`src/rtl/sr_pulse_encoder_if.sv`:
```
// Level-in / SR-pulse-out bundle between the encoder and its latch stage.
// master: the encoder (drives the pulse side). slave: the source/latch side.
interface sr_pulse_encoder_if;
  logic       en;
  logic       level_in;
  logic       s_out;
  logic       r_out;
  logic       en_out;
  logic       q_track;
  logic       busy;
  logic [7:0] pulse_cnt;

  modport master (
    input  en,
    input  level_in,
    output s_out,
    output r_out,
    output en_out,
    output q_track,
    output busy,
    output pulse_cnt
  );

  modport slave (
    output en,
    output level_in,
    input  s_out,
    input  r_out,
    input  en_out,
    input  q_track,
    input  busy,
    input  pulse_cnt
  );
endinterface

```
`src/rtl/sr_pulse_encoder.sv`:
```
// Debounced level-to-SR-pulse encoder for the gated SR latch.
//
// state      | meaning
// IDLE_LOW   | latch expected low, waiting for a high level
// QUAL_HIGH  | level high, counting debounce cycles
// PULSE_SET  | driving s_out/en_out for PULSE_LEN cycles
// IDLE_HIGH  | latch expected high, waiting for a low level
// QUAL_LOW   | level low, counting debounce cycles
// PULSE_RST  | driving r_out/en_out for PULSE_LEN cycles
//
// All outputs are registered from the next-state decode so nothing
// combinational reaches the latch from level_in or en.
module sr_pulse_encoder #(
  parameter int DEBOUNCE  = 4,
  parameter int PULSE_LEN = 2
) (
  input  logic               clk,
  input  logic               rst_n,
  sr_pulse_encoder_if.master bus
);

  typedef enum logic [2:0] {
    IDLE_LOW,
    QUAL_HIGH,
    PULSE_SET,
    IDLE_HIGH,
    QUAL_LOW,
    PULSE_RST
  } state_t;

  localparam logic [7:0] DEB_LAST   = 8'(DEBOUNCE - 1);
  localparam logic [7:0] PULSE_LAST = 8'(PULSE_LEN);

  state_t     state, state_next;
  logic [7:0] cnt, cnt_next;
  logic       q_next;
  logic [7:0] pcnt_next;
  logic       s_next, r_next, en_next, busy_next;
  logic       sync1, level_s;

  // Two-flop synchronizer for the asynchronous level input.
  always_ff @(posedge clk or negedge rst_n) begin
    if (!rst_n) begin
      sync1   <= 1'b0;
      level_s <= 1'b0;
    end else begin
      sync1   <= bus.level_in;
      level_s <= sync1;
    end
  end

  // Next-state, shared counter and tracked-latch bookkeeping.
  always_comb begin
    state_next = state;
    cnt_next   = cnt;
    q_next     = bus.q_track;
    pcnt_next  = bus.pulse_cnt;
    unique case (state)
      IDLE_LOW: begin
        if (level_s && bus.en) begin
          state_next = QUAL_HIGH;
          cnt_next   = 8'd1;
        end
      end
      QUAL_HIGH: begin
        if (!level_s || !bus.en) begin
          state_next = IDLE_LOW;
        end else if (cnt == DEB_LAST) begin
          state_next = PULSE_SET;
          cnt_next   = 8'd1;
        end else begin
          cnt_next = cnt + 8'd1;
        end
      end
      PULSE_SET: begin
        if (cnt == PULSE_LAST) begin
          state_next = IDLE_HIGH;
          q_next     = 1'b1;
          pcnt_next  = bus.pulse_cnt + 8'd1;
        end else begin
          cnt_next = cnt + 8'd1;
        end
      end
      IDLE_HIGH: begin
        if (!level_s && bus.en) begin
          state_next = QUAL_LOW;
          cnt_next   = 8'd1;
        end
      end
      QUAL_LOW: begin
        if (level_s || !bus.en) begin
          state_next = IDLE_HIGH;
        end else if (cnt == DEB_LAST) begin
          state_next = PULSE_RST;
          cnt_next   = 8'd1;
        end else begin
          cnt_next = cnt + 8'd1;
        end
      end
      PULSE_RST: begin
        if (cnt == PULSE_LAST) begin
          state_next = IDLE_LOW;
          q_next     = 1'b0;
          pcnt_next  = bus.pulse_cnt + 8'd1;
        end else begin
          cnt_next = cnt + 8'd1;
        end
      end
      default: state_next = IDLE_LOW;
    endcase
  end

  // Output decode from the next state so the output flops line up with state.
  always_comb begin
    s_next    = (state_next == PULSE_SET);
    r_next    = (state_next == PULSE_RST);
    en_next   = (state_next == PULSE_SET) || (state_next == PULSE_RST);
    busy_next = (state_next != IDLE_LOW) && (state_next != IDLE_HIGH);
  end

  // State, counter and registered outputs; reset clears everything at once.
  always_ff @(posedge clk or negedge rst_n) begin
    if (!rst_n) begin
      state         <= IDLE_LOW;
      cnt           <= 8'd0;
      bus.s_out     <= 1'b0;
      bus.r_out     <= 1'b0;
      bus.en_out    <= 1'b0;
      bus.busy      <= 1'b0;
      bus.q_track   <= 1'b0;
      bus.pulse_cnt <= 8'd0;
    end else begin
      state         <= state_next;
      cnt           <= cnt_next;
      bus.s_out     <= s_next;
      bus.r_out     <= r_next;
      bus.en_out    <= en_next;
      bus.busy      <= busy_next;
      bus.q_track   <= q_next;
      bus.pulse_cnt <= pcnt_next;
    end
  end

endmodule

```
`src/flat_wrapper.sv`:
```
// flat-port wrapper written by rule: the top's interface ports become plain ports
module sr_pulse_encoder_flat 
#(
  parameter int DEBOUNCE  = 4,
  parameter int PULSE_LEN = 2
)
  (clk, rst_n, bus_en, bus_level_in, bus_s_out, bus_r_out, bus_en_out, bus_q_track, bus_busy, bus_pulse_cnt);
  sr_pulse_encoder_if bus_i ();
  input  logic clk;
  input  logic rst_n;
  input wire logic [$bits(bus_i.en)-1:0] bus_en;
  input wire logic [$bits(bus_i.level_in)-1:0] bus_level_in;
  output wire logic [$bits(bus_i.s_out)-1:0] bus_s_out;
  output wire logic [$bits(bus_i.r_out)-1:0] bus_r_out;
  output wire logic [$bits(bus_i.en_out)-1:0] bus_en_out;
  output wire logic [$bits(bus_i.q_track)-1:0] bus_q_track;
  output wire logic [$bits(bus_i.busy)-1:0] bus_busy;
  output wire logic [$bits(bus_i.pulse_cnt)-1:0] bus_pulse_cnt;
  assign bus_i.en = bus_en;
  assign bus_i.level_in = bus_level_in;
  assign bus_s_out = bus_i.s_out;
  assign bus_r_out = bus_i.r_out;
  assign bus_en_out = bus_i.en_out;
  assign bus_q_track = bus_i.q_track;
  assign bus_busy = bus_i.busy;
  assign bus_pulse_cnt = bus_i.pulse_cnt;
  sr_pulse_encoder #(.DEBOUNCE(DEBOUNCE), .PULSE_LEN(PULSE_LEN)) u_core (.clk(clk), .rst_n(rst_n), .bus(bus_i));
endmodule
```
`config.mk`:
```
export PLATFORM = sky130hd
export DESIGN_NAME = sr_pulse_encoder_flat
export DESIGN_NICKNAME = d
export VERILOG_FILES = /design/src/rtl/sr_pulse_encoder_if.sv /design/src/rtl/sr_pulse_encoder.sv /design/src/flat_wrapper.sv
export SDC_FILE = /design/constraint.sdc
export NUM_CORES = 1
export LEC_CHECK = 0
export CAP_MARGIN = 20
export CORE_ASPECT_RATIO = 0.7
export CORE_MARGIN = 2
export CORE_UTILIZATION = 31
export DETAILED_ROUTE_END_ITERATION = 10
export DONT_BUFFER_PORTS = 1
export PLACE_DENSITY_LB_ADDON = 0.3
export RECOVER_POWER = 50
export SYNTH_ARGS = -nofsm -noshare
export SYNTH_HDL_FRONTEND = slang
export SYNTH_SLANG_ARGS = --single-unit
export TNS_END_PERCENT = 5
```
`constraint.sdc`:
```
create_clock -name clk -period 2.4 [get_ports clk]
set_input_delay 0.36 -clock clk [delete_from_list [all_inputs] [get_ports clk]]
set_output_delay 0.36 -clock clk [all_outputs]
set_load 0.01 [all_outputs]
```
==> flow_summary.json, run 1 <==
{
  "clkPwrFrac_pct": 17.5,
  "power_switching_mw": 0.610,
  "viasPerCell": 5.13,
  "gp_congestion": 0.791,
  "clk_path_buf_depth": 2,
  "p_per_area_mw_per_mm2": 928,
  "drt_pass1_iterations": 4,
  "cts_buffers": 3,
  "internal_power_mw": 0.992,
  "cts_max_level": 1,
  "syn-num-nets": 150,
  "ys_types": 45,
  "reg2reg_to": "u_core.cnt[1]$_DFFE_PN0P_",
  "synthCells": 143,
  "arrival_ns": 2.44,
  "grt_pass1_vias": 1094,
  "fin_ws_ns": 0.120,
  "seqPwrFrac_pct": 40.7,
  "ys_ff_latch": 26,
  "synthArstFlopShare_pct": 100,
  "cts.clk_slew.worst_paths_ns": 0.08,
  "seq_area_frac_synth_pct": 43.4,
  "final_max_slew_viol_count": 0,
  "nets": 168,
  "clkLatencyLatePin_ns": 0.27,
  "timing.slew.headroom_pct": 6.12,
  "grt_pass1_wl_mm": 5.34,
  "reg2reg_depth": 7,
  "die_w_um": 87.1,
  "drcViolationCount": 0,
  "rrSetupSlack_ns": 0.12,
  "whs_ns": 0.114,
  "pre_cts_ws_ns": 0.0943,
  "dpl_cell_area_mm2": 0.00164,
  "peakVddDrop_v": 0.000285,
  "fmax_ghz": 0.439,
  "critPathLaunch": "u_core.cnt[6]$_DFFE_PN0P_",
  "antenna_found_initial": 0,
  "worstReg2RegStart": "u_core.cnt[6]$_DFFE_PN0P_",
  "synth.avg_cell_area_um2": 10.5,
  "track_usage_pct": 12.5,
  "grt_start_max_net_pins": 27,
  "io_buffers": 0,
  "finClkSkew_ns": 0.00746,
  "ant_nets": 0,
  "required_ns": 2.56,
  "die_area_mm2": 0.00541,
  "dpl.hpwl_mm": 2.41,
  "drive_above_1_share_pct": 29.4,
  "post-route-min-period_ns": 2.28,
  "grt_overflow_total": 0,
  "initial_core_util_pct": 31.8,
  "path_class": "flop to flop",
  "cp-start-kind": "flop",
  "hold-path-cell-count": 0,
  "ys.flop_type": "dfrtp_1",
  "tns_ns": 0,
  "fin_util_pct": 36.7,
  "period_share_pct": 95.0,
  "status": "completed",
  "dp.cells": 210,
  "root_buffer": "clkbuf_8",
  "cts_tree": "done",
  "pin_count": 17,
  "drt-total-wl_mm": 3.09,
  "fp-row-count": 21,
  "drv_cap": 0,
  "core_area_mm2": 0.00470,
  "drtIter0Drc": 20,
  "final_area_mm2": 0.00173,
  "p_comb_share_pct": 41.8,
  "finalPower_mw": 1.60,
  "dr_total_vias": 1114,
  "antenna_cells": 0,
  "area_growth_pct": 15.3,
  "cts.sinks": 26,
  "hp-class": "input pin to flop",
  "syn-cell-area_mm2": 0.00150,
  "die_h_um": 62.2,
  "hold_viol_final": 0,
  "final_cell_count_no_fill": 217,
  "routedWlPerCell_um": 14.3,
  "tightest_slew_ns": 1.41,
  "critical_path.max_fanout": 5,
  "synth_warnings": 0,
  "finalSetupViolCount": 0,
  "p_leak_nw": 0.768,
  "swShare_pct": 38.1,
  "synth_edf_count": 0,
  "crit_path_end_kind": "flop",
  "fill_cells": 475,
  "setup.worst_path.end": "u_core.cnt[1]$_DFFE_PN0P_"
}
## flip-flops by register name, summed over array words and instances (netlist names)
name                  flops
u_core.bus.pulse_cnt      8
u_core.cnt                8
u_core.state              3
u_core.bus.busy           1
u_core.bus.en_out         1
u_core.bus.q_track        1
u_core.bus.r_out          1
u_core.bus.s_out          1
u_core.level_s            1
u_core.sync1              1
## logic make-up after synthesis
group                    Yosys count  synth area share, %
adder cells (fa/ha/maj)            3                 2.51
AO/OA/AOI/OAI                     24                 15.4
multiplexers                       6                 4.51
XOR/XNOR                           7                 4.09
buffers and inverters             11                 3.84
AND/OR/NAND/NOR                   66                 26.2
flip-flops                        26                 43.4
## per-layer routing
layer | global-route usage, % | routed length, um
met5 | 0 | 0
met3 | 3.59 | 158
met4 | 3.91 | 39
met1 | 17.7 | 1560
met2 | 18.1 | 1330
## synth_stat cells, drive strengths merged, types with 4 or more instances
cell     n  area [um2]
xnor2    4        35.0
o211ai   5        57.6
dfrtp   26         651
mux2     6        67.6
and3     5        33.8
nand2   11        41.3
nor3     4        20.0
nand2b   6        37.5
nor2     8        30.0
inv      8        30.0
or2      4        25.0
nand3   13        65.1
## worst max-delay path: stages, from the launching register on
cell,delay (ns)
dfrtp_1,0.41
nor4_4,0.36
buf_4,0.18
nand3_2,0.13
a211oi_2,0.32
and4_4,0.29
or2_2,0.15
mux2_2,0.33
## power groups by stage
stage	clock [mW]	sequential, mW	combinational [mW]
after floorplan	0	0.627	0.477
after global placement	0	0.657	0.624
after detailed placement	0	0.659	0.647
after CTS	0.299	0.651	0.661
after global routing	0.312	0.670	0.745
final	0.281	0.652	0.670
## cells in the final DEF, fill, tap and decap left out, types with 3 or more instances in the layout
cell,netlist,layout
a31oi_1,3,3
o21ai_0,3,3
nor3_1,4,4
xor2_1,3,3
xnor2_1,4,4
and3_1,3,3
nand3_1,13,12
nand3b_1,3,3
or2_2,4,4
nand2b_1,6,6
nor2_1,8,8
ha_1,3,3
dfrtp_1,26,26
clkbuf_8,0,4
o211ai_2,4,4
inv_1,8,8
nand2_1,11,11
mux2_2,6,6
buf_4,0,14
## how the worst min path moves through the flow
stage	startpoint	to	slack, ns
global placement	rst_n	u_core.bus.r_out$_DFF_PN0_	0.06
CTS	bus_level_in	u_core.sync1$_DFF_PN0_	0.10
finish	bus_level_in	u_core.sync1$_DFF_PN0_	0.11
floorplan	rst_n	u_core.bus.busy$_DFF_PN0_	0.06
detailed placement	rst_n	u_core.bus.r_out$_DFF_PN0_	0.06
global route	bus_level_in	u_core.sync1$_DFF_PN0_	0.09
## layout make-up
type	instances	area (um2)	area share, %
multi-input combinational	106	801	46.4
clock buffer	4	55.1	3.19
tap	57	71.3	4.13
timing repair buffer	16	119	6.88
sequential	26	651	37.7
inverter	8	30.0	1.74
## what timing repair did
item / in CTS / in global routing
resized for setup: 0 / 2
setup buffers: 0 / 1
endpoints found under the setup margin: 0 / 3
hold buffers: 2 / 0
hold endpoints to repair: 26 / 0
Power figures use the tool's default switching activity.
==> inputs of run 2 (changes only) <==
clock period = 1.9 ns   (was 2.4 ns; I/O delays follow)
==> run 2 against run 1 <==
The run now ends with setup timing left. Power increased by 50%. Critical path depth is the same. Setup slack worse by 0.32 ns.
==> flow_summary.json, run 2 (same netlist as run 1, synthesis figures left out) <==
{
  "final_cell_mix": "38 x buf_4, 24 x dfrtp_1, 12 x nand3_1",
  "reg_top3": "u_core.bus.pulse_cnt x8, u_core.cnt x8, u_core.state x3",
  "pin_count": 17,
  "initial_core_util_pct": 31.8,
  "ant_nets": 0,
  "rsz0062_at_grt": "yes",
  "fp-row-count": 21,
  "fin_ws_ns": -0.204,
  "drcViolationCount": 0,
  "p_comb_share_pct": 51.3,
  "drt_pass1_iterations": 5,
  "slowest_stage": "or3b_4",
  "clk_path_buf_depth": 2,
  "tightest_slew_ns": 1.24,
  "critical_path.max_fanout": 6,
  "drive_above_1_share_pct": 46.5,
  "finalSetupViolCount": 9,
  "core_area_mm2": 0.00470,
  "required_ns": 2.08,
  "internal_power_mw": 1.51,
  "final_max_slew_viol_count": 0,
  "drt-total-wl_mm": 3.59,
  "track_usage_pct": 14.1,
  "grt_start_max_net_pins": 27,
  "root_buffer": "clkbuf_8",
  "grt_overflow_total": 0,
  "pre_cts_ws_ns": -0.351,
  "cp-start-kind": "flop",
  "swShare_pct": 37.3,
  "dpl.hpwl_mm": 2.69,
  "die_area_mm2": 0.00541,
  "hold_start": "bus_level_in",
  "p_leak_nw": 0.922,
  "path_class": "flop to flop",
  "timing.slew.headroom_pct": 17.1,
  "violations": "setup timing",
  "cts_buffers": 3,
  "nets": 195,
  "finClkSkew_ns": 0.00393,
  "dr_total_vias": 1239,
  "worstReg2RegStart": "u_core.cnt[6]$_DFFE_PN0P_",
  "critPathLaunch": "u_core.cnt[6]$_DFFE_PN0P_",
  "cts.clk_slew.worst_paths_ns": 0.09,
  "post-route-min-period_ns": 2.10,
  "power_switching_mw": 0.896,
  "grt_pass1_vias": 1235,
  "die_w_um": 87.1,
  "period_share_pct": 111,
  "cts.sinks": 26,
  "hp-class": "input pin to flop",
  "status": "finished with violations",
  "io_buffers": 0,
  "clkLatencyLatePin_ns": 0.28,
  "gp_congestion": 0.860,
  "final_common_cell": "buf_4",
  "grt_pass1_wl_mm": 6.08,
  "drv_cap": 0,
  "viasPerCell": 5.08,
  "die_h_um": 62.2,
  "cp_cell_sequence": "nor4_4 -> buf_6 -> a31oi_4 -> o31ai_4 -> a21oi_2 -> or3b_4 -> a21o_1",
  "peakVddDrop_v": 0.000350,
  "hold_viol_final": 0,
  "clkPwrFrac_pct": 15.3,
  "area_growth_pct": 35.8,
  "cts_max_level": 1,
  "routedWlPerCell_um": 14.7,
  "arrival_ns": 2.28,
  "p_per_area_mw_per_mm2": 1180,
  "crit_path_end_kind": "flop",
  "finalPower_mw": 2.40,
  "seqPwrFrac_pct": 33.5,
  "cts_tree": "done",
  "max_stage_delay_ns": 0.46,
  "fmax_ghz": 0.475,
  "drtIter0Drc": 51,
  "whs_ns": 0.0273,
  "antenna_found_initial": 0,
  "antenna_cells": 0
}
## run 2: worst paths after layout
kind	end	slack [ns]	depth (start not counted)
worst max-delay path	u_core.cnt[0]$_DFFE_PN0P_	-0.20	7
worst min-delay path	u_core.sync1$_DFF_PN0_	0.03	0
worst max register to register	u_core.cnt[0]$_DFFE_PN0P_	-0.20	7
worst min register to register	u_core.level_s$_DFF_PN0_	0.39	0
max in group asynchronous	u_core.state[2]$_DFF_PN0_	0.26	2
min in group asynchronous	u_core.cnt[5]$_DFFE_PN0P_	0.81	2
## run 2: what timing repair did
action	4_1_cts	5_1_grt
setup buffers	2	0
setup endpoints to repair	16	16
hold endpoints to repair	26	0
gates resized for setup	11	13
hold buffers	2	0
pin swaps	13	10
## run 2: per-stage QoR
step	TNS, ns	instance area [um2]	util, %	cells
floorplan	-1.44	1510	-	143
global placement	-2.74	1840	39.2	236
detailed placement	-3.30	1840	39.2	236
CTS	-1.58	1990	42.4	244
global route	-2.33	2030	43.3	244
finish	-1.30	2030	43.3	244
## run 2: layout make-up
class                           count  area, um2
Multi-Input combinational cell    106        883
Inverter                            8       30.0
Fill cell                         427       2670
Clock buffer                        4       55.1
Timing Repair Buffer               43        342
Tap cell                           57       71.3
Sequential cell                    26        653
## run 2: critical path, delay by kind of cell (launching register included)
family | cells | cell delay [ns]
AO/OA/AOI/OAI | 4 | 0.65
buffers and inverters | 1 | 0.17
flip-flops | 1 | 0.42
AND/OR/NAND/NOR | 2 | 0.75
## run 2: power by group through the flow
stage          Combinational [mW]  Clock [mW]  Sequential, mW
2_1_floorplan               0.606           0           0.792
3_3_place_gp                0.992           0           0.808
3_5_place_dp                 1.02           0           0.815
4_1_cts                      1.15       0.376           0.802
5_1_grt                      1.33       0.394           0.824
6_report                     1.23       0.368           0.805
## run 2: layer usage
metal	vias up	wire, um	global-route usage, %
li1	600	-	-
met1	620	1860	20.9
met2	14	1620	20.9
met3	5	73	2.79
met4	0	41	3.71
met5	-	0	0
==> inputs of run 3 (changes only) <==
PLACE_DENSITY = 0.44   (was unset)
PLACE_DENSITY_LB_ADDON = unset   (was 0.3)
==> run 3 against run 2 <==
The run still ends with setup timing left. Critical path type unchanged. Die area stayed put. Sequential power shrank 0.6%. Wire length fell by 2.8%. Critical endpoint unchanged. Register-to-register slack got worse by 0.02 ns. Cell count is 0.82% higher. Maximum frequency fell by 1.0%. First-iteration DRC count is 9.8% lower.
==> flow_summary.json, run 3 (same netlist as run 1, synthesis figures left out) <==
{
  "drv_cap": 0,
  "pre_cts_ws_ns": -0.345,
  "cts_buffers": 3,
  "nets": 197,
  "cp-start-kind": "flop",
  "fmax_ghz": 0.470,
  "period_share_pct": 112,
  "cts_tree": "done",
  "routedWlPerCell_um": 14.2,
  "peakVddDrop_v": 0.000545,
  "required_ns": 2.07,
  "final_cell_mix": "40 x buf_4, 25 x dfrtp_1, 11 x nand2_1, 11 x nand3_1",
  "die_area_mm2": 0.00541,
  "dr_total_vias": 1202,
  "tightest_slew_ns": 1.18,
  "final_common_cell": "buf_4",
  "fin_util_pct": 43.9,
  "fp-row-count": 21,
  "initial_core_util_pct": 31.8,
  "area_growth_pct": 37.8,
  "critical_path.max_fanout": 6,
  "die_h_um": 62.2,
  "cts.clk_slew.worst_paths_ns": 0.09,
  "dpl_cell_area_mm2": 0.00184,
  "clk_path_buf_depth": 2,
  "crit_path_end_kind": "flop",
  "path_class": "flop to flop",
  "violations": "setup timing",
  "grt_start_max_net_pins": 27,
  "cts_max_level": 1,
  "drcViolationCount": 0,
  "p_leak_nw": 0.935,
  "grt_pass1_vias": 1260,
  "die_w_um": 87.1,
  "drt_pass1_iterations": 4,
  "fin_ws_ns": -0.225,
  "finClkSkew_ns": 0.00526,
  "final_area_mm2": 0.00206,
  "gp_congestion": 0.769,
  "post-route-min-period_ns": 2.13,
  "timing.slew.headroom_pct": 21.6,
  "drive_above_1_share_pct": 48.1,
  "core_area_mm2": 0.00470,
  "ant_nets": 0,
  "cts.sinks": 26,
  "rrSetupSlack_ns": -0.23,
  "hold_viol_final": 0,
  "arrival_ns": 2.30,
  "pin_count": 17,
  "viasPerCell": 4.89,
  "finalSetupViolCount": 11,
  "reg_top3": "u_core.bus.pulse_cnt x8, u_core.cnt x8, u_core.state x3",
  "drtIter0Drc": 46,
  "drt-total-wl_mm": 3.49,
  "hp-class": "input pin to flop",
  "clkLatencyLatePin_ns": 0.27,
  "grt_overflow_total": 0,
  "grt_pass1_wl_mm": 6.03,
  "track_usage_pct": 14.4,
  "io_buffers": 0,
  "finalPower_mw": 2.40,
  "antenna_cells": 0,
  "status": "finished with violations",
  "dpl.hpwl_mm": 2.65,
  "p_per_area_mw_per_mm2": 1160,
  "rsz0062_at_grt": "yes",
  "antenna_found_initial": 0,
  "final_max_slew_viol_count": 0,
  "root_buffer": "clkbuf_8"
}
-- run 3: worst paths after layout --
kind                                           startpoint                                   to  depth (start not counted)
min in group asynchronous                           rst_n  u_core.bus.pulse_cnt[1]$_DFFE_PN0P_                          2
worst min register to register     u_core.sync1$_DFF_PN0_             u_core.level_s$_DFF_PN0_                          0
worst max register to register  u_core.cnt[6]$_DFFE_PN0P_            u_core.cnt[0]$_DFFE_PN0P_                          7
worst min-delay path                         bus_level_in               u_core.sync1$_DFF_PN0_                          0
worst max-delay path            u_core.cnt[6]$_DFFE_PN0P_            u_core.cnt[0]$_DFFE_PN0P_                          7
max in group asynchronous                           rst_n            u_core.state[2]$_DFF_PN0_                          2
-- run 3: per-layer routing --
layer  up-vias  part of all wire (%)  GRT usage (%)
met1       579                    53           21.2
li1        602                     -              -
met3         4                   3.6           3.99
met4         0                   1.3           4.10
met5         -                     0              0
met2        17                    42           20.2
-- run 3: repair_timing --
item / 4_1_cts / 5_1_grt
endpoints found under the setup margin: 16 / 20
endpoints found under the hold margin: 26 / 0
buffers inserted: 3 / 1
pin swaps: 13 / 11
gates resized for setup: 12 / 15
hold buffers: 2 / 0
-- run 3: critical path, stage by stage, from the launching register on --
cell and delay [ns]:
dfrtp_1 0.41, nor4_4 0.30, buf_6 0.17, a31oi_4 0.09, o31ai_4 0.30, a21oi_2 0.12
or3b_4 0.46, a21o_1 0.17
-- run 3: area by class of cell --
type                    count  area [um2]
clock buffers               4        55.1
flip-flops and latches     26         652
multi-input cells         106         898
well taps                  57        71.3
repair buffers             45         357
fillers                   462        2640
inverters                   8        30.0
-- run 3: power breakdown --
| group | internal [mW] | switching, mW |
|---|---|---|
| logic | 0.665 | 0.574 |
| registers | 0.667 | 0.133 |
| clock network | 0.185 | 0.174 |
| total | 1.52 | 0.881 |
-- run 3: stage by stage --
| stage | std cells | TNS (ns) | hold WS [ns] |
|---|---|---|---|
| 3_3_place_gp | 236 | -3.04 | -0.0101 |
| 6_report | 246 | -1.41 | 0.0337 |
| 5_1_grt | 246 | -2.95 | 0.0140 |
| 4_1_cts | 245 | -1.60 | 0.0262 |
| 3_5_place_dp | 236 | -3.01 | -0.0102 |
| 2_1_floorplan | 143 | -1.44 | -0.0106 |
